### src/rtl/bgm_tone_gen.sv
// bgm_tone_gen: square-wave tone generator with a linear attack/release
// envelope. Converts the sequencer's half-period divider into the signed
// background-music sample stream consumed by the audio mixer.
module bgm_tone_gen #(
    parameter int unsigned ENV_STEP = 50000
) (
    input  logic        clk,
    input  logic        rst,
    input  logic [21:0] note_div,
    input  logic [3:0]  vol_num,
    input  logic        mute,
    output logic [15:0] audio,
    output logic [4:0]  env_level,
    output logic        active
);

    localparam int unsigned DIV_W  = 22;
    localparam int unsigned ENV_W  = 5;
    localparam int unsigned AUD_W  = 16;
    localparam int unsigned PROD_W = AUD_W + ENV_W;
    localparam int unsigned TMR_W  = (ENV_STEP > 1) ? $clog2(ENV_STEP) : 1;

    localparam logic [TMR_W-1:0] TMR_LAST = TMR_W'(ENV_STEP - 1);
    localparam logic [ENV_W-1:0] ENV_MAX  = ENV_W'(16);
    localparam logic [AUD_W-1:0] AMP_MIN  = AUD_W'(16'h0400);

    typedef enum logic [1:0] {
        SILENT  = 2'd0,
        ATTACK  = 2'd1,
        SUSTAIN = 2'd2,
        RELEASE = 2'd3
    } state_t;

    state_t             state;
    state_t             state_nxt;
    logic [DIV_W-1:0]   cur_div;
    logic [DIV_W-1:0]   cur_div_nxt;
    logic [DIV_W-1:0]   hp_cnt;
    logic [DIV_W-1:0]   hp_cnt_nxt;
    logic               ph;
    logic               ph_nxt;
    logic [TMR_W-1:0]   tmr;
    logic [TMR_W-1:0]   tmr_nxt;
    logic [ENV_W-1:0]   env;
    logic [ENV_W-1:0]   env_nxt;
    logic [AUD_W-1:0]   amp;
    logic [AUD_W-1:0]   amp_nxt;
    logic               step;
    logic               leave;
    logic [PROD_W-1:0]  prod;
    logic [AUD_W-1:0]   mag;
    logic [AUD_W-1:0]   smp;

    // Volume level to peak amplitude lookup
    always_comb begin
        amp_nxt = AMP_MIN;
        case (vol_num)
            4'd5:    amp_nxt = AUD_W'(16'h4000);
            4'd4:    amp_nxt = AUD_W'(16'h3000);
            4'd3:    amp_nxt = AUD_W'(16'h2000);
            4'd2:    amp_nxt = AUD_W'(16'h1000);
            4'd1:    amp_nxt = AUD_W'(16'h0800);
            default: amp_nxt = AMP_MIN;
        endcase
    end

    // Envelope FSM, tone phase and step timer next-state logic
    always_comb begin
        state_nxt   = state;
        cur_div_nxt = cur_div;
        hp_cnt_nxt  = hp_cnt;
        ph_nxt      = ph;
        env_nxt     = env;
        tmr_nxt     = tmr;
        step        = (tmr == TMR_LAST);
        leave       = mute || (note_div != cur_div);

        // Half-period counter keeps running through release so the fade
        // follows the old pitch rather than a frozen level.
        if (state != SILENT) begin
            if (hp_cnt == (cur_div - DIV_W'(1))) begin
                hp_cnt_nxt = '0;
                ph_nxt     = ~ph;
            end else begin
                hp_cnt_nxt = hp_cnt + DIV_W'(1);
            end
        end

        case (state)
            SILENT: begin
                env_nxt    = '0;
                hp_cnt_nxt = '0;
                ph_nxt     = 1'b0;
                if ((note_div != '0) && !mute) begin
                    state_nxt   = ATTACK;
                    cur_div_nxt = note_div;
                    ph_nxt      = 1'b1;
                end
            end
            ATTACK: begin
                if (leave) begin
                    state_nxt = RELEASE;
                end else if (step) begin
                    if (env >= (ENV_MAX - ENV_W'(1))) begin
                        env_nxt   = ENV_MAX;
                        state_nxt = SUSTAIN;
                    end else begin
                        env_nxt = env + ENV_W'(1);
                    end
                end
            end
            SUSTAIN: begin
                env_nxt = ENV_MAX;
                if (leave) begin
                    state_nxt = RELEASE;
                end
            end
            RELEASE: begin
                if (step) begin
                    if (env <= ENV_W'(1)) begin
                        env_nxt   = '0;
                        state_nxt = SILENT;
                    end else begin
                        env_nxt = env - ENV_W'(1);
                    end
                end
            end
            default: begin
                state_nxt = SILENT;
                env_nxt   = '0;
            end
        endcase

        // Timer restarts on every state entry and after each step
        if ((state_nxt != state) || step) begin
            tmr_nxt = '0;
        end else begin
            tmr_nxt = tmr + TMR_W'(1);
        end
    end

    // Scaled magnitude and signed square-wave sample
    always_comb begin
        prod = PROD_W'(amp) * PROD_W'(env);
        mag  = AUD_W'(prod >> 4);
        smp  = ph ? mag : ((~mag) + AUD_W'(1));
    end

    // State and datapath registers
    always_ff @(posedge clk or negedge rst) begin
        if (!rst) begin
            state   <= SILENT;
            cur_div <= '0;
            hp_cnt  <= '0;
            ph      <= 1'b0;
            tmr     <= '0;
            env     <= '0;
            amp     <= AMP_MIN;
        end else begin
            state   <= state_nxt;
            cur_div <= cur_div_nxt;
            hp_cnt  <= hp_cnt_nxt;
            ph      <= ph_nxt;
            tmr     <= tmr_nxt;
            env     <= env_nxt;
            amp     <= amp_nxt;
        end
    end

    // Registered outputs
    always_ff @(posedge clk or negedge rst) begin
        if (!rst) begin
            audio  <= '0;
            active <= 1'b0;
        end else begin
            audio  <= smp;
            active <= (state_nxt != SILENT);
        end
    end

    assign env_level = env;

endmodule

### config.mk
export PLATFORM = sky130hd
export DESIGN_NAME = bgm_tone_gen
export DESIGN_NICKNAME = d
export VERILOG_FILES = /design/src/rtl/bgm_tone_gen.sv
export SDC_FILE = /design/constraint.sdc
export NUM_CORES = 1
export LEC_CHECK = 0
export ABC_CLOCK_PERIOD_IN_PS = 4300
export BUFFER_PORTS_ARGS = -buffer_cell sky130_fd_sc_hd__buf_4
export CAP_MARGIN = 20
export CORE_MARGIN = 2
export CORE_UTILIZATION = 56
export CTS_BUF_LIST = sky130_fd_sc_hd__clkbuf_16
export DETAILED_ROUTE_END_ITERATION = 10
export GPL_TIMING_DRIVEN = 0
export PLACE_DENSITY_LB_ADDON = 0.1
export SLEW_MARGIN = 40
export SYNTH_ARGS = -nofsm -noshare
export SYNTH_HDL_FRONTEND = slang
export SYNTH_SLANG_ARGS = --single-unit
### constraint.sdc
create_clock -name clk -period 4.3 [get_ports clk]
set_input_delay 0.43 -clock clk [delete_from_list [all_inputs] [get_ports clk]]
set_output_delay 0.43 -clock clk [all_outputs]
set_load 0.005 [all_outputs]
==> parameters.txt, run 1 <==
Parameter                              Value

Outcome
  Result of the run    complete, no violations

Place
  Total half-perimeter wirelength after legalization and detailed placement    ~9.8 mm
  Weighted congestion at the end of routability-driven global placement    approximately 0.89
  Port bufs    42
  Total instance count after detailed placement    823
  Setup slack at placement    0.1427 ns

Critical path
  Crit path cell chain    clkbuf_2 > nand2_1 > fa_1 > fa_1 > fa_1 > inv_1 > ha_1 > a21o_1 > a21oi_1 > o21bai_1 > a21oi_1 > xor2_1 > a31oi_1 > xnor2_1
  Required time of the critical path    4.56 ns
  Slowest library cell on the worst path    sky130_fd_sc_hd__fa_1
  Classification of the worst setup path    reg2reg
  Kind of end point of the critical path    register
  Gate family responsible for the most delay along the worst path    adder cells
  Cell seen most often among critical-path stages    sky130_fd_sc_hd__fa_1
  Buffer and inverter count on the worst path    2
  Startpoint class of the critical path    register
  CP Max Fanout    10
  Critical path arrival    4.25 ns
  Critical path's largest stage delay    0.54 ns

Yosys
  Post-synthesis share of cell area spent on full adders, half adders and majority gates    0.08440
  Cell area after technology mapping    5989 µm²
  Primary FF master, synth    sky130_fd_sc_hd__dfrtp_1
  Number of distinct library cell variants in the gate-level netlist after synthesis    64
  Post-synthesis compound-gate area fraction    0.08440
  Xor/xnor cell area share of the yosys netlist    0.1418
  Sequential-to-total area share from yosys stat    0.3512
  Gate count of the mapped netlist    640
  Synth Register Bits    84
  Syn. warnings    0
  Post-synth ARST share    1.000
  Basic-gate share of the synthesized area counting and, or, nand and nor cells    0.2396
  Largest family of logic cells by synthesized area    simple AND/OR/NAND/NOR gates
  Proportion of synthesized area in mux cells    0.04491
  EDFF count, synth    0
  Mean instance size in the synthesized netlist    slightly above 9 µm²

Die
  Std cell rows    37
  Area of the placeable core    10,370 µm²
  Starting density of the core    0.5776
  Height of the die    107.4 µm
  Total die area    11,540 µm²
  Number of top-level pins    slightly above 50
  DIE WIDTH    about 110 µm

STA
  Hold Vio Cnt, Final    0
  Worst-case setup margin in the final layout    slightly above 0.3 ns
  Unrepaired setup endpoints after global routing    no
  Post-Route Skew    0.007961 ns
  Clock period minus final worst setup slack    3.988 ns
  Final Max Tran Viols    0
  Total negative setup slack    0 ns
  Final-report setup violation count    0
  Highest Clock Rate    250.7 MHz
  Worst relative slew slack    0.5168
  Portion of the clock cycle consumed by the worst path in the final layout    0.9275
  Slew at the pin closest to its max-slew limit    0.7193 ns

Power
  Maximum vdd drop    just under 300 µV
  Overall power after layout    2.574 mW
  Reported leakage power    slightly above 3 nW
  Power density over the cells    376.5 nW/µm²

Run
  Max-Cap Viols    0

Layout
  Antenna diode count    0
  Commonest non-fill, non-tap cells in the layout    sky130_fd_sc_hd__dfrtp_1 (82), sky130_fd_sc_hd__xnor2_1 (63), sky130_fd_sc_hd__buf_4 (49), sky130_fd_sc_hd__nor2_1 (48)
  Filler-free cell count of the finished design    around 840
  Synth-to-Final Area Change    14.14%
  Total number of nets in the final design    760
  Most frequent standard cell in the layout excluding fill and tap cells    sky130_fd_sc_hd__dfrtp_1
  Share of final-layout standard cells stronger than drive strength 1    0.1698

Clock tree
  Htree depth    3
  Root Driver    sky130_fd_sc_hd__clkbuf_16
  Skew-Pair Late Insertion Delay    ~0.34 ns
  Total clock sinks    84
  Number of hold-repair buffers added at the cts stage    0
  Clock buffer count from CTS    9
  Maximum buffer depth of the clock tree    2
  Clock edge transition at the registers on the reported setup and hold paths    0.07 ns
  Clock tree from TritonCTS    done

Routing
  Initial DRC count    324
  Total number of vias    slightly below 5k
  Number of routed nets with antenna violations    0
  Drt wl/cell    ~16 µm
  TritonRoute pass-1 iters    5
  Vias/cell    approximately 5.7
  Number of remaining DRC errors    0
  Total wire length after detailed routing    13.15 mm

GRT
  Total congestion overflow after global routing    0
  Overall routing resource usage    0.2456
  Number of antenna violations at the first check in global routing    0
  Maximum number of pins on one net before global-route repair    85
  Global-route wire length before repair    approximately 22 mm
  Number of global-route vias before repair    4,629

Hold path
  Worst hold-check path type    in2async
cell families after synthesis:
logic type,after synthesis
adders and majority gates,35
and+or+nand+nor,256
AOI/OAI and AO/OA,75
muxes,24
DFF,84
other,1
buffers and inverters,68
xor gates and xnor gates,97
worst register-to-register path: cells and delay by family (launching register included):
| kind | cells | cell delay, ns |
|---|---|---|
| AO/OA/AOI/OAI | 5 | 0.82 |
| adder cells (fa/ha/maj) | 4 | 1.85 |
| XOR/XNOR | 2 | 0.45 |
| buffers and inverters | 2 | 0.28 |
| AND/OR/NAND/NOR | 1 | 0.09 |
| flip-flops | 1 | 0.41 |
per-stage QoR:
step	area [µm²]	hold slack, ns	util
floorplan	6008	0.1344	-
global route	6837	0.1774	0.6593
global placement	6494	0.4404	0.6262
CTS	6839	0.1777	0.6595
finish	6837	0.1216	0.6593
detailed placement	6497	0.4535	0.6266
synthesized netlist by cell type (3+ instances only):
cell | instances | area, µm²
sky130_fd_sc_hd__a21o_1 | 3 | 22.52
sky130_fd_sc_hd__a21oi_1 | 18 | 90.09
sky130_fd_sc_hd__a31oi_1 | 7 | 43.79
sky130_fd_sc_hd__and2_1 | 21 | 131.4
sky130_fd_sc_hd__and3_1 | 14 | 87.58
sky130_fd_sc_hd__and4_1 | 3 | 26.28
sky130_fd_sc_hd__buf_2 | 8 | 40.04
sky130_fd_sc_hd__buf_4 | 8 | 60.06
sky130_fd_sc_hd__buf_6 | 3 | 33.78
sky130_fd_sc_hd__clkbuf_1 | 23 | 86.33
sky130_fd_sc_hd__dfrtp_1 | 83 | 2077
sky130_fd_sc_hd__fa_1 | 9 | 180.2
sky130_fd_sc_hd__ha_1 | 26 | 325.3
sky130_fd_sc_hd__inv_1 | 25 | 93.84
sky130_fd_sc_hd__mux2_2 | 23 | 259.0
sky130_fd_sc_hd__nand2_1 | 37 | 138.9
sky130_fd_sc_hd__nand2b_1 | 4 | 25.02
sky130_fd_sc_hd__nand3_1 | 25 | 125.1
sky130_fd_sc_hd__nand3b_1 | 5 | 37.54
sky130_fd_sc_hd__nand4_1 | 13 | 81.33
sky130_fd_sc_hd__nor2_1 | 48 | 180.2
sky130_fd_sc_hd__nor2b_1 | 4 | 25.02
sky130_fd_sc_hd__nor3_1 | 37 | 185.2
sky130_fd_sc_hd__nor4_1 | 12 | 75.07
sky130_fd_sc_hd__nor4_4 | 4 | 85.08
sky130_fd_sc_hd__nor4b_1 | 3 | 26.28
sky130_fd_sc_hd__o211ai_1 | 6 | 45.04
sky130_fd_sc_hd__o21ai_0 | 14 | 70.07
sky130_fd_sc_hd__o21bai_1 | 3 | 22.52
sky130_fd_sc_hd__or2_2 | 4 | 25.02
sky130_fd_sc_hd__or3_1 | 8 | 50.05
sky130_fd_sc_hd__or4_1 | 5 | 37.54
sky130_fd_sc_hd__xnor2_1 | 63 | 551.8
sky130_fd_sc_hd__xor2_1 | 34 | 297.8
cell type report:
cell class	count	area [µm²]
multi-input cells	493	3587
repair buffers	42	321.6
fillers	870	3533
inverters	25	93.84
clock buffers	9	225.2
flip-flops and latches	84	2105
plain buffers	41	217.7
clock inverters	7	116.4
well taps	136	170.2
flip-flops by register name, summed over array words and instances (netlist names):
register,flops
state,2
env_level,5
cur_div,22
amp,5
audio,10
ph,1
hp_cnt,22
active,1
tmr,16
report_power, final:
group,switching [mW],internal [mW],total [mW]
Sequential,0.105,0.898,1.00
Combinational,0.360,0.316,0.676
Clock,0.326,0.568,0.894
metal layers:
| layer | GRT usage | share of wire | vias up |
|---|---|---|---|
| met2 | 0.3766 | 0.46 | 130 |
| li1 | - | - | 2337 |
| met1 | 0.3596 | 0.47 | 2332 |
| met5 | 0 | 0 | - |
| met4 | 0.06777 | 0.012 | 0 |
| met3 | 0.04298 | 0.052 | 13 |
timing repair:
action | in CTS | in global routing
buffers inserted | 0 | 0
resized for setup | 0 | 3
endpoints found under the setup margin | 0 | 2
worst paths after layout:
| path | from | end | slack [ns] | depth (start not counted) |
|---|---|---|---|---|
| max | env_level[2] | audio[15] | 0.31 | 14 |
| min | rst | hp_cnt[19] | 0.12 | 1 |
| max reg2reg | env_level[2] | audio[15] | 0.31 | 14 |
| min reg2reg | tmr[0] | tmr[0] | 0.46 | 1 |
| max in group asynchronous | rst | env_level[3] | 3.67 | 1 |
| min in group clk | vol_num[3] | amp[13] | 0.27 | 2 |
(Power assumes the default switching activity.)
==> run 2: changes to the inputs <==
Settings changed: CORE_UTILIZATION 56 to 55.
==> parameters.txt, run 2 (synthesis results as in run 1) <==
Parameter                              Value

Outcome
  Result of the run    complete, no violations

Clock tree
  Htree depth    3
  Maximum buffer depth of the clock tree    2
  Skew-Pair Late Insertion Delay    0.34 ns
  Root Driver    sky130_fd_sc_hd__clkbuf_16
  Clock tree from TritonCTS    done
  Total clock sinks    84
  Clock edge transition at the registers on the reported setup and hold paths    ~0.070 ns
  Clock buffer count from CTS    9

STA
  Worst Hold Slack    between 0.05 and 0.06 ns
  Highest Clock Rate    249.2 MHz
  Worst relative slew slack    0.5135
  Post-Route Skew    0.005869 ns
  Final-report setup violation count    0
  Slew at the pin closest to its max-slew limit    0.7298 ns
  Final Max Tran Viols    0
  Clock period minus final worst setup slack    ~4 ns
  Total negative setup slack    0 ns
  Unrepaired setup endpoints after global routing    no
  Hold Vio Cnt, Final    0
  Portion of the clock cycle consumed by the worst path in the final layout    0.9331

Critical path
  Worst r2r dst    audio[15]
  Endpoint of the worst setup timing path    audio[15]
  CP Max Fanout    10
  Cell seen most often among critical-path stages    sky130_fd_sc_hd__fa_1
  Worst reg2reg path startpoint    env_level[2]
  Startpoint class of the critical path    register
  Critical path arrival    4.23 ns
  Worst-case register-to-register setup slack    0.29 ns
  Slowest library cell on the worst path    sky130_fd_sc_hd__fa_1
  Crit path cell chain    clkbuf_2 > nand2_1 > fa_1 > fa_1 > fa_1 > inv_1 > ha_1 > a21o_1 > a21oi_1 > o21bai_1 > a21oi_1 > xor2_1 > a31oi_1 > xnor2_1
  Gate family responsible for the most delay along the worst path    adder cells
  Buffer and inverter count on the worst path    2
  Required time of the critical path    4.52 ns
  FF-to-FF path depth    14
  Kind of end point of the critical path    register
  Critical path's largest stage delay    around 0.54 ns
  Start point of the critical path    env_level[2]
  Crit. path cell count    14
  Classification of the worst setup path    reg2reg

Routing
  Drt wl/cell    16.03 µm
  Initial DRC count    269
  Number of routed nets with antenna violations    0
  Total number of vias    between 4k and 5k
  Number of remaining DRC errors    0
  Total wire length after detailed routing    13.48 mm
  TritonRoute pass-1 iters    5
  Vias/cell    ~5.6

GRT
  Number of global-route vias before repair    approximately 4.6k
  Global-route wire length before repair    roughly 22 mm
  Maximum number of pins on one net before global-route repair    85
  Number of antenna violations at the first check in global routing    0
  Total congestion overflow after global routing    0
  Overall routing resource usage    0.2441

Layout
  Synth-to-Final Area Change    14.31%
  Antenna diode count    0
  Area of all placed cells without fillers    6847 µm²
  Share of final-layout standard cells stronger than drive strength 1    0.1698
  Most frequent standard cell in the layout excluding fill and tap cells    sky130_fd_sc_hd__dfrtp_1
  Registers with the most flip-flops    cur_div x22, hp_cnt x22, tmr x16
  Commonest non-fill, non-tap cells in the layout    sky130_fd_sc_hd__dfrtp_1 (83), sky130_fd_sc_hd__xnor2_1 (63), sky130_fd_sc_hd__buf_4 (49), sky130_fd_sc_hd__nor2_1 (48)
  Total number of nets in the final design    760

Die
  Starting density of the core    0.5574
  Area of the placeable core    10,750 µm²
  Total die area    11,740 µm²
  Number of top-level pins    51
  DIE WIDTH    108.4 µm
  Std cell rows    38
  Height of the die    108.4 µm

Power
  Overall power after layout    2.590 mW
  Reported leakage power    3.048 nW
  Power share of the clock group    0.350
  Switching power total    around 0.8 mW
  Maximum vdd drop    271.3 µV
  Power density over the cells    378.3 nW/µm²
  Fraction of power consumed by combinational cells    0.263
  Register share of total power    0.388
  Cell Int Power    about 1.8 mW
  Net switching fraction of the power    0.3099

Place
  Weighted congestion at the end of routability-driven global placement    0.8918
  Port bufs    42
  Total half-perimeter wirelength after legalization and detailed placement    10.07 mm
  Placed instance area    6502 µm²

Hold path
  Worst hold-check path type    in2async

Run
  Max-Cap Viols    0
-- run 2: metrics by stage --
| step | std cells | setup WS (ns) | util |
|---|---|---|---|
| 2_1_floorplan | 645 | 0.5179 | - |
| 3_3_place_gp | 827 | 0.2230 | 0.6048 |
| 3_5_place_dp | 827 | 0.1272 | 0.6051 |
| 4_1_cts | 843 | 0.1323 | 0.6375 |
| 5_1_grt | 841 | 0.02865 | 0.6372 |
| 6_report | 841 | 0.2876 | 0.6372 |
-- run 2: worst min-delay path by stage --
stage | endpoint | cells past startpoint | startpoint
floorplan | active | 0 | rst
global placement | tmr[0] | 1 | tmr[0]
detailed placement | tmr[0] | 1 | tmr[0]
CTS | hp_cnt[17] | 1 | rst
global route | hp_cnt[18] | 1 | rst
finish | hp_cnt[18] | 1 | rst
-- run 2: worst reg2reg max path: cells and delay by family (launching register included) --
kind	cells	cell delay, ns
and+or+nand+nor	1	0.10
xor gates and xnor gates	2	0.42
AOI/OAI and AO/OA	5	0.83
DFF	1	0.41
buffers and inverters	2	0.28
adders and majority gates	4	1.86
-- run 2: layout make-up --
type	instances	area [µm²]
plain buffers	41	217.7
clock buffers	9	225.2
clock inverters	7	122.6
fillers	924	3899
inverters	25	93.84
multi-input cells	493	3587
flip-flops and latches	84	2103
well taps	140	175.2
repair buffers	42	321.6
-- run 2: what timing repair did --
action	CTS	global route
endpoints found under the setup margin	0	1
hold buffers	0	0
setup buffers	0	0
gates resized for setup	0	2
-- run 2: metal layers --
| layer | wire (µm) | part of all wire | track usage | vias up |
|---|---|---|---|---|
| li1 | - | - | - | 2332 |
| met4 | 136 | 0.010 | 0.06777 | 0 |
| met1 | 6765 | 0.50 | 0.3630 | 2270 |
| met3 | 559 | 0.041 | 0.03315 | 10 |
| met2 | 6019 | 0.45 | 0.3738 | 104 |
| met5 | 0 | 0 | 0 | - |
-- run 2: power groups by stage --
stage | sequential [mW] | clock (mW) | combinational (mW)
6_report | 1.00 | 0.905 | 0.681
5_1_grt | 1.02 | 0.959 | 0.763
4_1_cts | 1.00 | 0.926 | 0.684
3_5_place_dp | 1.01 | 0 | 0.681
3_3_place_gp | 1.01 | 0 | 0.664
2_1_floorplan | 0.988 | 0 | 0.498
==> run 3: changes to the inputs <==
Settings changed: CORE_UTILIZATION 55 to 50.
==> parameters.txt, run 3 (synthesis results as in run 1) <==
Parameter                              Value

Outcome
  Result of the run    complete, no violations

Critical path
  Startpoint class of the critical path    register
  Required time of the critical path    4.52 ns
  Kind of end point of the critical path    register
  Endpoint of the worst setup timing path    audio[15]
  Worst reg2reg path startpoint    env_level[2]
  Worst r2r dst    audio[15]
  FF-to-FF path depth    14
  Crit path cell chain    clkbuf_2 > nand2_1 > fa_1 > fa_1 > fa_1 > inv_1 > ha_1 > a21o_1 > a21oi_1 > o21bai_1 > a21oi_1 > xor2_1 > a31oi_1 > xnor2_1
  Critical path's largest stage delay    0.55 ns
  Slowest library cell on the worst path    sky130_fd_sc_hd__fa_1
  Worst-case register-to-register setup slack    around 0.29 ns
  CP Max Fanout    10
  Start point of the critical path    env_level[2]
  Cell seen most often among critical-path stages    sky130_fd_sc_hd__fa_1
  Critical path arrival    roughly 4.2 ns
  Classification of the worst setup path    reg2reg

Place
  Total half-perimeter wirelength after legalization and detailed placement    10.13 mm
  Total instance count after detailed placement    830
  Weighted congestion at the end of routability-driven global placement    0.8971
  Setup slack at placement    0.1159 ns
  Placed instance area    around 6500 µm²
  Port bufs    42

Routing
  Initial DRC count    320
  Total number of vias    around 4.7k
  Number of remaining DRC errors    0
  Total wire length after detailed routing    13.42 mm
  Drt wl/cell    around 16 µm
  TritonRoute pass-1 iters    4
  Number of routed nets with antenna violations    0
  Vias/cell    5.632

STA
  Portion of the clock cycle consumed by the worst path in the final layout    0.9335
  Final-report setup violation count    0
  Total negative setup slack    0 ns
  Unrepaired setup endpoints after global routing    no
  Hold Vio Cnt, Final    0
  Slew at the pin closest to its max-slew limit    approximately 0.7 ns
  Worst relative slew slack    0.5463
  Final Max Tran Viols    0
  Clock period minus final worst setup slack    4.014 ns
  Worst-case setup margin in the final layout    0.2861 ns
  Highest Clock Rate    249.1 MHz
  Post-Route Skew    0.006387 ns
  Worst Hold Slack    0.1138 ns

Layout
  Antenna diode count    0
  Fillers    1,018
  Area of all placed cells without fillers    6818 µm²
  Filler-free cell count of the finished design    ~840
  Synth-to-Final Area Change    13.83%
  Commonest non-fill, non-tap cells in the layout    sky130_fd_sc_hd__dfrtp_1 (82), sky130_fd_sc_hd__xnor2_1 (63), sky130_fd_sc_hd__buf_4 (49), sky130_fd_sc_hd__nor2_1 (48)
  Share of final-layout standard cells stronger than drive strength 1    0.1714
  Registers with the most flip-flops    cur_div x22, hp_cnt x22, tmr x16
  Utilization after layout    0.5895
  Total number of nets in the final design    760
  Most frequent standard cell in the layout excluding fill and tap cells    sky130_fd_sc_hd__dfrtp_1

Power
  Overall power after layout    2.515 mW
  Power share of the clock group    0.330
  Switching power total    0.7930 mW
  Cell Int Power    1.722 mW
  Net switching fraction of the power    0.3153
  Fraction of power consumed by combinational cells    0.271
  Power density over the cells    368.9 nW/µm²
  Register share of total power    0.399
  Maximum vdd drop    286.2 µV
  Reported leakage power    3.030 nW

Die
  Area of the placeable core    11,560 µm²
  Starting density of the core    0.5179
  Total die area    12,870 µm²
  Height of the die    around 110 µm
  Number of top-level pins    slightly above 50
  Std cell rows    39
  DIE WIDTH    about 110 µm

GRT
  Global-route wire length before repair    22.64 mm
  Number of antenna violations at the first check in global routing    0
  Maximum number of pins on one net before global-route repair    85
  Number of global-route vias before repair    4,595
  Total congestion overflow after global routing    0
  Overall routing resource usage    0.2198

Clock tree
  Total clock sinks    84
  Clock tree from TritonCTS    done
  Clock edge transition at the registers on the reported setup and hold paths    0.06 ns
  Number of hold-repair buffers added at the cts stage    0
  Setup fix buffers added after clock tree synthesis    0
  Skew-Pair Late Insertion Delay    ~0.34 ns
  Cts repair resizes    0
  Maximum buffer depth of the clock tree    2
  Htree depth    3
  Clock buffer count from CTS    9
  Root Driver    sky130_fd_sc_hd__clkbuf_16

Hold path
  Worst hold-check path type    in2async

Run
  Max-Cap Viols    0
run 3: cell count changes in the layout (fill, tap and decap cells not counted):
cell,before,now
sky130_fd_sc_hd__bufinv_16,3,2
sky130_fd_sc_hd__clkinv_1,1,0
sky130_fd_sc_hd__clkinv_4,1,0
sky130_fd_sc_hd__clkinv_2,0,2
sky130_fd_sc_hd__inv_6,1,0
sky130_fd_sc_hd__dfrtp_1,83,82
sky130_fd_sc_hd__dfrtp_2,0,1
sky130_fd_sc_hd__clkinvlp_4,0,1
run 3: worst min path at each step:
stage | slack, ns | from | end | cells past startpoint
2_1_floorplan | 0.13 | rst | active | 0
3_3_place_gp | 0.44 | tmr[0] | tmr[0] | 1
3_5_place_dp | 0.45 | tmr[0] | tmr[0] | 1
4_1_cts | 0.18 | rst | hp_cnt[13] | 1
5_1_grt | 0.18 | rst | hp_cnt[19] | 1
6_report | 0.11 | rst | hp_cnt[17] | 1
run 3: layout make-up:
type / instances / area [µm²] / share of cell area
clock inverters: 6 / 88.84 / 0.01303
well taps: 143 / 178.9 / 0.02624
plain buffers: 41 / 217.7 / 0.03193
flip-flops and latches: 84 / 2105 / 0.3087
clock buffers: 9 / 225.2 / 0.03303
multi-input cells: 493 / 3587 / 0.5262
inverters: 25 / 93.84 / 0.01376
repair buffers: 42 / 321.6 / 0.04716
run 3: worst max-delay path, delay by kind of cell (launching register included):
family	cells	cell delay [ns]
compound gates	5	0.83
simple gates	1	0.09
xor+xnor	2	0.42
fa+ha+maj	4	1.85
buf+inv	2	0.28
flops	1	0.42
run 3: routing by layer:
layer | part of all wire | up-vias | routed length (µm) | track usage
met5 | 0 | - | 0 | 0
met4 | 0.016 | 0 | 214 | 0.07317
met3 | 0.039 | 15 | 524 | 0.03188
met2 | 0.46 | 105 | 6133 | 0.3401
met1 | 0.49 | 2295 | 6547 | 0.3194
li1 | - | 2333 | - | -
run 3: power groups by stage:
| stage | registers (mW) | clock network [mW] | logic, mW |
|---|---|---|---|
| finish | 1.00 | 0.829 | 0.682 |
| global route | 1.02 | 0.883 | 0.760 |
| CTS | 1.00 | 0.844 | 0.685 |
| detailed placement | 1.01 | 0 | 0.679 |
| global placement | 1.01 | 0 | 0.657 |
| floorplan | 0.988 | 0 | 0.498 |
